--- config.mk ---
export PLATFORM = sky130hd
export DESIGN_NAME = multi_track_ctrl
export DESIGN_NICKNAME = d
export VERILOG_FILES = /design/src/rtl/multi_track_pkg.sv /design/src/rtl/sec_timer.sv /design/src/rtl/multi_track_ctrl.sv
export SDC_FILE = /design/constraint.sdc
export NUM_CORES = 1
export LEC_CHECK = 0
export ABC_AREA = 1
export CORE_UTILIZATION = 40
export CTS_CLUSTER_SIZE = 24
export DETAILED_ROUTE_END_ITERATION = 7
export PLACE_DENSITY = 0.7
export SLEW_MARGIN = 25
export SYNTH_ARGS = -nofsm -noshare
export SYNTH_HDL_FRONTEND = slang
export SYNTH_HIERARCHICAL = 1
export SYNTH_SLANG_ARGS = --single-unit
export TNS_END_PERCENT = 10
--- constraint.sdc ---
create_clock -name i_clk -period 4.4 [get_ports i_clk]
set_clock_uncertainty 0.05 [all_clocks]
set_input_delay 1.32 -clock i_clk [delete_from_list [all_inputs] [get_ports i_clk]]
set_output_delay 1.32 -clock i_clk [all_outputs]
set_load 0.01 [all_outputs]
--- src/rtl/multi_track_pkg.sv ---
// Shared types and helpers for the multi-track record/playback controller.
package multi_track_pkg;

    typedef enum logic [2:0] {
        ST_IDLE       = 3'd0,
        ST_WAIT       = 3'd1,
        ST_RECD       = 3'd2,
        ST_RECD_PAUSE = 3'd3,
        ST_PLAY       = 3'd4,
        ST_PLAY_PAUSE = 3'd5
    } state_t;

    // Words per track region: the SRAM split evenly across all tracks.
    function automatic int unsigned region_words(input int unsigned addr_w,
                                                 input int unsigned n_track);
        return 32'((64'd1 << addr_w) / 64'(n_track));
    endfunction

endpackage

--- src/rtl/sec_timer.sv ---
// Elapsed-seconds timer: tick counter, slow-play divider and saturating seconds.
module sec_timer #(
    parameter int unsigned TICKS_PER_SEC = 12_000_000,
    parameter int unsigned SEC_W         = 6,
    parameter int unsigned SPEED_W       = 3
) (
    input  logic               i_clk,
    input  logic               i_rst_n,
    input  logic               run,
    input  logic               clear,
    input  logic               fast,
    input  logic [SPEED_W-1:0] speed,
    output logic [SEC_W-1:0]   seconds
);

    localparam int unsigned TICK_W = $clog2(TICKS_PER_SEC + (2 ** SPEED_W)) + 1;
    localparam logic [SEC_W-1:0] SEC_MAX = {SEC_W{1'b1}};

    logic [TICK_W-1:0]  tick_cnt;
    logic [TICK_W-1:0]  step;
    logic [TICK_W-1:0]  sum;
    logic               wrap;
    logic [SPEED_W-1:0] div_cnt;

    // Fast play advances the tick counter by the speed factor every cycle.
    always_comb begin
        step = fast ? (TICK_W'(speed) + TICK_W'(1)) : TICK_W'(1);
        sum  = tick_cnt + step;
        wrap = (sum >= TICK_W'(TICKS_PER_SEC));
    end

    always_ff @(posedge i_clk or negedge i_rst_n) begin
        if (!i_rst_n) begin
            tick_cnt <= '0;
            div_cnt  <= '0;
            seconds  <= '0;
        end else if (clear) begin
            tick_cnt <= '0;
            div_cnt  <= '0;
            seconds  <= '0;
        end else if (run) begin
            if (wrap) begin
                tick_cnt <= sum - TICK_W'(TICKS_PER_SEC);
                // Slow play only credits a second every (speed+1) tick periods.
                if (fast || (div_cnt >= speed)) begin
                    div_cnt <= '0;
                    if (seconds != SEC_MAX) begin
                        seconds <= seconds + SEC_W'(1);
                    end
                end else begin
                    div_cnt <= div_cnt + SPEED_W'(1);
                end
            end else begin
                tick_cnt <= sum;
            end
        end
    end

endmodule

--- src/rtl/multi_track_ctrl.sv ---
// Top-level record/playback FSM with per-track length/valid table.
// Optional build macro LOOP_PLAY_EN: end-of-track in PLAY restarts the track instead of stopping.
module multi_track_ctrl
    import multi_track_pkg::*;
#(
    parameter int unsigned N_TRACK       = 4,
    parameter int unsigned ADDR_W        = 20,
    parameter int unsigned TICKS_PER_SEC = 12_000_000,
    parameter int unsigned SEC_W         = 6,
    parameter int unsigned SPEED_W       = 3,
    localparam int unsigned TW           = (N_TRACK > 1) ? $clog2(N_TRACK) : 1
) (
    input  logic               i_clk,
    input  logic               i_rst_n,
    input  logic               i_init_done,
    input  logic               i_key_rec,
    input  logic               i_key_play,
    input  logic               i_key_stop,
    input  logic [TW-1:0]      i_track,
    input  logic               i_fast,
    input  logic [SPEED_W-1:0] i_speed,
    input  logic [ADDR_W-1:0]  i_rec_addr,
    input  logic               i_play_done,
    output logic [2:0]         o_state,
    output logic               o_rec_run,
    output logic               o_rec_pause,
    output logic               o_play_run,
    output logic               o_play_pause,
    output logic               o_stop,
    output logic               o_sram_wr,
    output logic [ADDR_W-1:0]  o_base_addr,
    output logic [ADDR_W-1:0]  o_play_len,
    output logic [N_TRACK-1:0] o_track_valid,
    output logic [SEC_W-1:0]   o_seconds
);

    localparam int unsigned REGION = region_words(ADDR_W, N_TRACK);
    localparam int unsigned REG_SH = $clog2(REGION);
    localparam logic [ADDR_W-1:0] LAST_ADDR = ADDR_W'(REGION - 1);
    localparam logic [ADDR_W-1:0] FULL_LEN  = ADDR_W'(REGION);

    state_t              state_r;
    state_t              state_nxt;
    logic [TW-1:0]       trk_r;
    logic [ADDR_W-1:0]   len_tbl [N_TRACK];
    logic                latch_trk;
    logic                tbl_wr;
    logic [ADDR_W-1:0]   tbl_len;
    logic                loop_restart;
    logic                tmr_clear;
    logic                tmr_run;
    logic                tmr_fast;
    logic [SPEED_W-1:0]  tmr_speed;

    // Next-state and table-update decode.
    always_comb begin
        state_nxt    = state_r;
        latch_trk    = 1'b0;
        tbl_wr       = 1'b0;
        tbl_len      = i_rec_addr;
        loop_restart = 1'b0;
        case (state_r)
            ST_IDLE: begin
                if (i_init_done) state_nxt = ST_WAIT;
            end
            ST_WAIT: begin
                if (i_key_rec) begin
                    state_nxt = ST_RECD;
                    latch_trk = 1'b1;
                end else if (i_key_play && o_track_valid[i_track]) begin
                    state_nxt = ST_PLAY;
                    latch_trk = 1'b1;
                end
            end
            ST_RECD: begin
                if (i_key_stop) begin
                    state_nxt = ST_WAIT;
                    tbl_wr    = 1'b1;
                end else if (i_rec_addr == LAST_ADDR) begin
                    state_nxt = ST_WAIT;
                    tbl_wr    = 1'b1;
                    tbl_len   = FULL_LEN;
                end else if (i_key_rec) begin
                    state_nxt = ST_RECD_PAUSE;
                end
            end
            ST_RECD_PAUSE: begin
                if (i_key_stop) begin
                    state_nxt = ST_WAIT;
                    tbl_wr    = 1'b1;
                end else if (i_key_rec) begin
                    state_nxt = ST_RECD;
                end
            end
            ST_PLAY: begin
                if (i_key_stop) begin
                    state_nxt = ST_WAIT;
                end else if (i_play_done) begin
`ifdef LOOP_PLAY_EN
                    loop_restart = 1'b1;
`else
                    state_nxt = ST_WAIT;
`endif
                end else if (i_key_play) begin
                    state_nxt = ST_PLAY_PAUSE;
                end
            end
            ST_PLAY_PAUSE: begin
                if (i_key_stop) begin
                    state_nxt = ST_WAIT;
                end else if (i_key_play) begin
                    state_nxt = ST_PLAY;
                end
            end
            default: state_nxt = ST_IDLE;
        endcase
    end

    always_comb begin
        tmr_clear = ((state_nxt == ST_WAIT) && (state_r != ST_WAIT)) || loop_restart;
        tmr_run   = (state_r == ST_RECD) || (state_r == ST_PLAY);
        tmr_fast  = (state_r == ST_PLAY) && i_fast;
        tmr_speed = (state_r == ST_PLAY) ? i_speed : '0;
    end

    // State, control outputs and track table; outputs follow the next state so they align with state_r.
    always_ff @(posedge i_clk or negedge i_rst_n) begin
        if (!i_rst_n) begin
            state_r       <= ST_IDLE;
            trk_r         <= '0;
            o_track_valid <= '0;
            o_rec_run     <= 1'b0;
            o_rec_pause   <= 1'b0;
            o_play_run    <= 1'b0;
            o_play_pause  <= 1'b0;
            o_stop        <= 1'b0;
            o_sram_wr     <= 1'b0;
            o_base_addr   <= '0;
            o_play_len    <= '0;
            for (int i = 0; i < int'(N_TRACK); i++) begin
                len_tbl[i] <= '0;
            end
        end else begin
            state_r      <= state_nxt;
            o_rec_run    <= (state_nxt == ST_RECD);
            o_sram_wr    <= (state_nxt == ST_RECD);
            o_rec_pause  <= (state_nxt == ST_RECD_PAUSE);
            o_play_run   <= (state_nxt == ST_PLAY) && !loop_restart;
            o_play_pause <= (state_nxt == ST_PLAY_PAUSE);
            o_stop       <= (state_nxt == ST_WAIT);
            if (latch_trk) begin
                trk_r       <= i_track;
                o_base_addr <= ADDR_W'(i_track) << REG_SH;
                o_play_len  <= len_tbl[i_track];
            end
            if (tbl_wr) begin
                len_tbl[trk_r]       <= tbl_len;
                o_track_valid[trk_r] <= (tbl_len != '0);
                o_play_len           <= tbl_len;
            end
        end
    end

    assign o_state = state_r;

    sec_timer #(
        .TICKS_PER_SEC (TICKS_PER_SEC),
        .SEC_W         (SEC_W),
        .SPEED_W       (SPEED_W)
    ) u_sec_timer (
        .i_clk   (i_clk),
        .i_rst_n (i_rst_n),
        .run     (tmr_run),
        .clear   (tmr_clear),
        .fast    (tmr_fast),
        .speed   (tmr_speed),
        .seconds (o_seconds)
    );

endmodule

* After elaboration in Yosys (flattened, before gate mapping) *
Index checks and enable logic that the tools add are counted.

cells by class
  $add $sub $neg = 5
  $lt $le $gt $ge = 8
  equality and inequality tests = 13
  mux-type cells = 51
  bitwise operators = 2
  reductions and logical operators = 16

operator list
  cell                      number
  $mux W20                  8
  $mux W25                  4
  $bwmux W80                1
  $mux W3                   18
  $bmux W20 S2              1
  $demux W20 S2             1
  $mux W6                   5
  $add A25 B25 Y25          1
  $ge A25 B24 Y1 const B    1
  $sub A25 B24 Y25 const B  1
  $eq A20 B18 Y1 const B    1
  $reduce_bool A20 Y1       1
  $pmux W3 S6               1
  $eq A3 B2 Y1 const B      4
  $eq A3 B3 Y1 const B      4
  $reduce_bool A2 Y1        5
  $mux W1                   8
  $add A6 B1 Y6 const B     1
  $eq A3 B1 Y1 const B      2
  $ge A3 B3 Y1 const B      2
  $lt A2 B3 Y1 const B      2
  $ne A6 B6 Y1 const B      1
  $not A2 Y3                2
  $logic_and A1 B1 Y1       5
  other kinds (14)          15

storage, ports and cells
  flip-flop bits (word level) = 148
  output and inout port bits = 59
  logic and storage cells = 111

* Depth between registers and ports, before layout *
  depth after elaboration = 10
  depth in mapped cells = 30
  gate-level depth less buffers = 29

* Modules after synthesis *
Netlist, hierarchy kept.

by module, submodules not included
  module            times used  cells an instance  area each (sq um)
  multi_track_ctrl  1           653                5447.7
  sec_timer         1           503                3220.6

* Worst setup path before layout *
No wires, ideal clock.

  path type = input to register
  start point = input port i_speed[0]
  end point = register u_sec_timer.tick_cnt[12]
  library setup time = 0.117 ns
  data arrival time = 4.202 ns
  setup slack = 0.031 ns
  stages = 28
  path buffers = 2
  path through = inv_1 nor2_1 ha_1 xnor2_1 nor2_1 ha_1 nor2_1 inv_1 nand3_1 nand2_1 buf_6 nand3_1 and2_1 ha_1 nand3_1 nor2_1 nand3_1 nor2_1 nand3_1 nor2_1 nand3_1 nor2_2 nand2_4 nand3_4 buf_6 nand3_1 nand3_1 nand2_1

on the way
  word-level cells in the longest chain between the ends = 8
  elaborated cells on any way between the ends = 9
  classes of those cells = add/sub: 3; order compare: 1; mux: 5

ends and longest elaborated chain
  item                                                       RTL line                          text
  start: declaration                                         multi_track_ctrl.sv:21            input logic [SPEED_W-1:0] i_speed,
  $mux W3 *                                                  multi_track_ctrl.sv:123           tmr_speed = (state_r == ST_PLAY) ? i_speed : '0;
  named net tmr_speed[0]                                     multi_track_ctrl.sv:53            logic [SPEED_W-1:0] tmr_speed;
  $add A3 B1 Y4 *                                            sec_timer.sv:27                   step = fast ? (TICK_W'(speed) + TICK_W'(1)) : TICK_W'(1);
  $mux W25 *                                                 sec_timer.sv:27
  $add A25 B25 Y25 *                                         sec_timer.sv:28                   sum = tick_cnt + step;
  $sub A25 B24 Y25 / $ge A25 B24 Y1 (equally long branches)  sec_timer.sv:43, sec_timer.sv:29
  $mux W25 *                                                 sec_timer.sv:42                   if (wrap) begin
  $mux W25 *                                                 sec_timer.sv:41                   end else if (run) begin
  $mux W25 *                                                 sec_timer.sv:37                   end else if (clear) begin
  end signal: assignment                                     sec_timer.sv:43                   tick_cnt <= sum - TICK_W'(TICKS_PER_SEC);
  end signal: assignment                                     sec_timer.sv:54                   tick_cnt <= sum;
  end: declaration                                           sec_timer.sv:19                   logic [TICK_W-1:0] tick_cnt;

Mark *: on every way through the listed nets, which the timed path passes. The rest lies on a longest branch. The select of a mux whose other input is x is not followed.
A chain may end at the register's enable or synchronous reset.

* Final worst setup path *
  start point = input port i_fast
  end point = register u_sec_timer.seconds[0]

on the way
  word-level cells in the longest chain between the ends = 6
  elaborated cells on any way between the ends = 8
  classes of those cells = add/sub: 1; order compare: 1; mux: 1; reduce/logical: 5

ends and longest elaborated chain
  item                                  RTL line                 text
  start: declaration                    multi_track_ctrl.sv:20   input logic i_fast,
  $logic_and A1 B1 Y1 *                 multi_track_ctrl.sv:122  tmr_fast = (state_r == ST_PLAY) && i_fast;
  named net tmr_fast                    multi_track_ctrl.sv:52   logic tmr_fast;
  $mux W25                              sec_timer.sv:27
  $add A25 B25 Y25                      sec_timer.sv:28
  $ge A25 B24 Y1                        sec_timer.sv:29          wrap = (sum >= TICK_W'(TICKS_PER_SEC));
  $reduce_bool A2 Y1 (no source line)   n/a
  $reduce_and A4 Y1 (no source line) *  n/a
  end signal: assignment                sec_timer.sv:48          seconds <= seconds + SEC_W'(1);
  end: declaration                      sec_timer.sv:13          output logic [SEC_W-1:0] seconds

Mark *: on every way through the listed nets, which the timed path passes. The rest lies on a longest branch.

==> reports/metrics.json <==
{
  "finish": {
    "final_core_util": 0.524,
    "drive_above_1_share": 0.181,
    "multiInputGateArea_sq_um": 4450,
    "syn2layout_area_growth_pct": 27.8,
    "ff_latch_area_sq_um": 3700,
    "filler_cell_count": 2013,
    "design.final.nets": 1360,
    "num_antenna_cells": 0
  },
  "grt": {
    "first_global_vias": 8183,
    "grt_antenna_before_repair": 0,
    "grt_start_max_net_pins": 78,
    "grt_pass1_wl_mm": 40.8,
    "grt-ovfl-total": 0,
    "track_usage": 0.234
  },
  "power_and_ir_drop": {
    "clockPowerShare": 0.237,
    "power.net_switching_mw": 2.54,
    "comb_power_share": 0.404,
    "power.switching_fraction": 0.392,
    "p_per_area_nw_per_um2": 585,
    "p_leak_nw": 5.39,
    "p_seq_frac": 0.358,
    "power.total_mw": 6.48,
    "internal_power_mw": 3.94,
    "maximum_vdd_ir_drop_v": 0.000346
  },
  "setup_path": {
    "critPathMaxStageDelay_ps": 400,
    "worstPathMaxFanout": 6,
    "worstReg2RegStart": "o_state[1]$_DFF_PN0_",
    "critPathKind": "input port to flip-flop",
    "flop2flop_setup_slack_ps": 140,
    "length_in_cells_of_the_worst_reg_to_reg_path": 29,
    "crit_arrival_ps": 4610,
    "crit_path_start_kind": "input port",
    "timing.critical_path.slowest_stage_cell": "sky130_fd_sc_hd__clkdlybuf4s50_1",
    "critical_path.endpoint_type": "flip-flop",
    "cp.required_ps": 4670,
    "rr_endpoint": "u_sec_timer/seconds[0]$_DFFE_PN0P_"
  },
  "die": {
    "chipHeight_microns": 149,
    "initial_core_util": 0.410,
    "core-area_sq_um": 21200,
    "die_w_microns": 149,
    "design.portCount": 92,
    "die_area_sq_um": 22300,
    "number_of_core_rows": 53
  },
  "clock_network": {
    "max-clock-path-buffers": 2,
    "clock_tree_from_tritoncts": "built",
    "cts.root.buffer_cell": "sky130_fd_sc_hd__clkbuf_16",
    "clock_insertion_delay_worst_skew_ps": 440,
    "post_cts_hold_buffer_count": 0,
    "cts-buffers-inserted": 17,
    "clock_transition_at_the_registers_of_the_reported_paths_ps": 60,
    "clkSinkCount": 148,
    "ctsHtreeMaxLevel": 4
  },
  "synth": {
    "postSynthCellCount": 1156,
    "yosysWarnings": 6,
    "simple_gate_portion_of_the_synthesized_area": 0.326,
    "synth_compound_gate_area_share": 0.127,
    "synth-edff-count": 0,
    "synth.area.mux_share": 0,
    "post-synth-top-area-fraction": 0.427,
    "arithmetic_cell_share_of_the_synthesized_area_counting_full_adders_half_adders_and_majority_gates": 0.0182,
    "synth.most_common_cell": "sky130_fd_sc_hd__nand2_1",
    "synth.avg_cell_area_sq_um": 7.50,
    "synth_xor_area_frac": 0.00996,
    "synth_largest_area_cell": "sky130_fd_sc_hd__dfrtp_1",
    "main_combinational_cell_family_by_area_after_synthesis": "simple AND/OR/NAND/NOR gates",
    "synth_flop_cell": "sky130_fd_sc_hd__dfrtp_1",
    "portion_of_the_post_synthesis_area_used_by_sequential_elements": 0.427,
    "synth_seq_cells": 148,
    "synth_area_leaders": "sky130_fd_sc_hd__dfrtp_1 43%, sky130_fd_sc_hd__nand2_1 15%, sky130_fd_sc_hd__nand3_1 5.8%",
    "synth_async_sr_flop_share": 1.00,
    "synth.cells.most_frequent": "345 x sky130_fd_sc_hd__nand2_1, 148 x sky130_fd_sc_hd__dfrtp_1, 100 x sky130_fd_sc_hd__nand3_1, 97 x sky130_fd_sc_hd__nor2_1, 91 x sky130_fd_sc_hd__o21ai_1",
    "ys_types": 48,
    "synth.cell_area_sq_um": 8670
  },
  "placement": {
    "place_congestion": 0.909,
    "dp.final_hpwl_mm": 16.7,
    "buffer_ports.inserted": 73
  },
  "status": {
    "run_status": "completed"
  },
  "timing": {
    "post-route-min-period_ps": 4340,
    "setup-tns-final_ps": 0,
    "max_freq_ghz": 0.230,
    "setup_repair_after_global_routing_missed_its_margin": "true",
    "slew_headroom": 0.504,
    "worst_hold_slack_ps": 435,
    "worst_slew_pin_slew_ps": 744,
    "slew_violations": 0,
    "fin_crit_sh": 0.986,
    "final-setup-viol-count": 0,
    "finalHoldViolCount": 0
  },
  "detailed_routing": {
    "drtIter0Drc": 508,
    "wl_per_cell_microns": 15.6,
    "drt_wirelength_mm": 25.0,
    "detail-route-antenna-nets": 0,
    "detailroute.via_count": 8391,
    "vias_per_cell": 5.23,
    "route.detailed.drc": 0,
    "drt-pass1-iter-count": 5
  },
  "worst_hold_path": {
    "hold-path-cell-count": 2,
    "hold_path.class": "flip-flop to flip-flop",
    "min-delay-start": "len_tbl[42]$_DFFE_PN0P_",
    "endpoint_worst_hold": "len_tbl[42]$_DFFE_PN0P_"
  },
  "job": {
    "drv_cap": 0
  }
}
-- state kept, by name, indices dropped and copies added (netlist names) --
signal,count
o_state,3
o_play_len,20
o_play_pause,1
len_tbl,80
o_base_addr,2
o_track_valid,4
o_sram_wr,1
o_stop,1
o_play_run,1
u_sec_timer/seconds,6
o_rec_pause,1
u_sec_timer/div_cnt,3
u_sec_timer/tick_cnt,25
-- power groups by stage --
stage | combinational (mW) | clock, mW | sequential [mW]
2_1_floorplan | 1.47 | 0 | 2.31
3_3_place_gp | 2.47 | 0 | 2.32
3_5_place_dp | 2.52 | 0 | 2.33
4_1_cts | 2.59 | 1.57 | 2.32
5_1_grt | 2.92 | 1.63 | 2.40
6_report | 2.62 | 1.54 | 2.32
-- worst max-delay path by stage --
stage | startpoint | end | cells after the start
after floorplan | i_speed[0] | u_sec_timer/tick_cnt[12]$_DFFE_PN0N_ | 28
after global placement | i_speed[0] | u_sec_timer/tick_cnt[20]$_DFFE_PN0N_ | 26
after detailed placement | i_speed[0] | u_sec_timer/tick_cnt[21]$_DFFE_PN0N_ | 26
after CTS | i_speed[1] | u_sec_timer/tick_cnt[10]$_DFFE_PN0N_ | 26
after global routing | o_state[1]$_DFF_PN0_ | u_sec_timer/seconds[0]$_DFFE_PN0P_ | 29
final | i_fast | u_sec_timer/seconds[0]$_DFFE_PN0P_ | 29
-- what timing repair did --
item	CTS	global route
pin swaps	12	28
buffers inserted	7	6
gates resized for setup	22	34
setup endpoints to repair	25	26
gates cloned	3	0
-- worst max-delay path: cells and delay by family --
family,cells,cell delay [ps]
simple gates,22,2020
fa+ha+maj,2,450
buf+inv,5,810
-- layout make-up --
| type | instances | area share |
|---|---|---|
| Sequential cell | 148 | 0.334 |
| Inverter | 92 | 0.0312 |
| Clock buffer | 17 | 0.0384 |
| Multi-Input combinational cell | 869 | 0.402 |
| Clock inverter | 15 | 0.0168 |
| Timing Repair Buffer | 187 | 0.146 |
| Tap cell | 275 | 0.0311 |
-- cells in the final DEF, fill, tap and decap left out, types with 7 or more instances in the layout --
master	instances
sky130_fd_sc_hd__nor2_4	11
sky130_fd_sc_hd__nand4_1	22
sky130_fd_sc_hd__a21oi_1	10
sky130_fd_sc_hd__o21ai_0	61
sky130_fd_sc_hd__dfrtp_1	148
sky130_fd_sc_hd__nor2_1	92
sky130_fd_sc_hd__nand2_2	25
sky130_fd_sc_hd__clkbuf_16	17
sky130_fd_sc_hd__xor2_1	7
sky130_fd_sc_hd__nand3_4	9
sky130_fd_sc_hd__inv_2	11
sky130_fd_sc_hd__conb_1	18
sky130_fd_sc_hd__nand3_2	8
sky130_fd_sc_hd__nand3_1	95
sky130_fd_sc_hd__clkdlybuf4s50_1	69
sky130_fd_sc_hd__inv_1	81
sky130_fd_sc_hd__nor2_2	11
sky130_fd_sc_hd__ha_1	7
sky130_fd_sc_hd__buf_4	109
sky130_fd_sc_hd__o22ai_1	25
sky130_fd_sc_hd__o21ai_1	93
sky130_fd_sc_hd__nand2_1	333
-- routing by layer --
| metal | share of wire | vias to the layer above | global-route usage | wire length, microns |
|---|---|---|---|---|
| li1 | - | 4096 | - | - |
| met1 | 0.43 | 3992 | 0.297 | 10800 |
| met4 | 0.021 | 0 | 0.0745 | 518 |
| met5 | 0 | - | 0 | 0 |
| met3 | 0.054 | 46 | 0.0394 | 1360 |
| met2 | 0.49 | 257 | 0.403 | 12400 |
-- cells by family after synthesis --
logic type | Yosys count
buffers and inverters | 159
other | 1
AO/OA/AOI/OAI | 204
flip-flops | 148
AND/OR/NAND/NOR | 623
XOR/XNOR | 9
adder cells (fa/ha/maj) | 12
-- per-stage QoR --
step,setup WS (ps),std cells,instance area (sq um)
after floorplan,31.0,1173,8730
final,60.6,1603,11100
after global routing,-145,1603,11100
after detailed placement,-609,1555,10100
after global placement,-462,1555,10100
after CTS,6.36,1597,10900
Power figures use the tool's default switching activity.
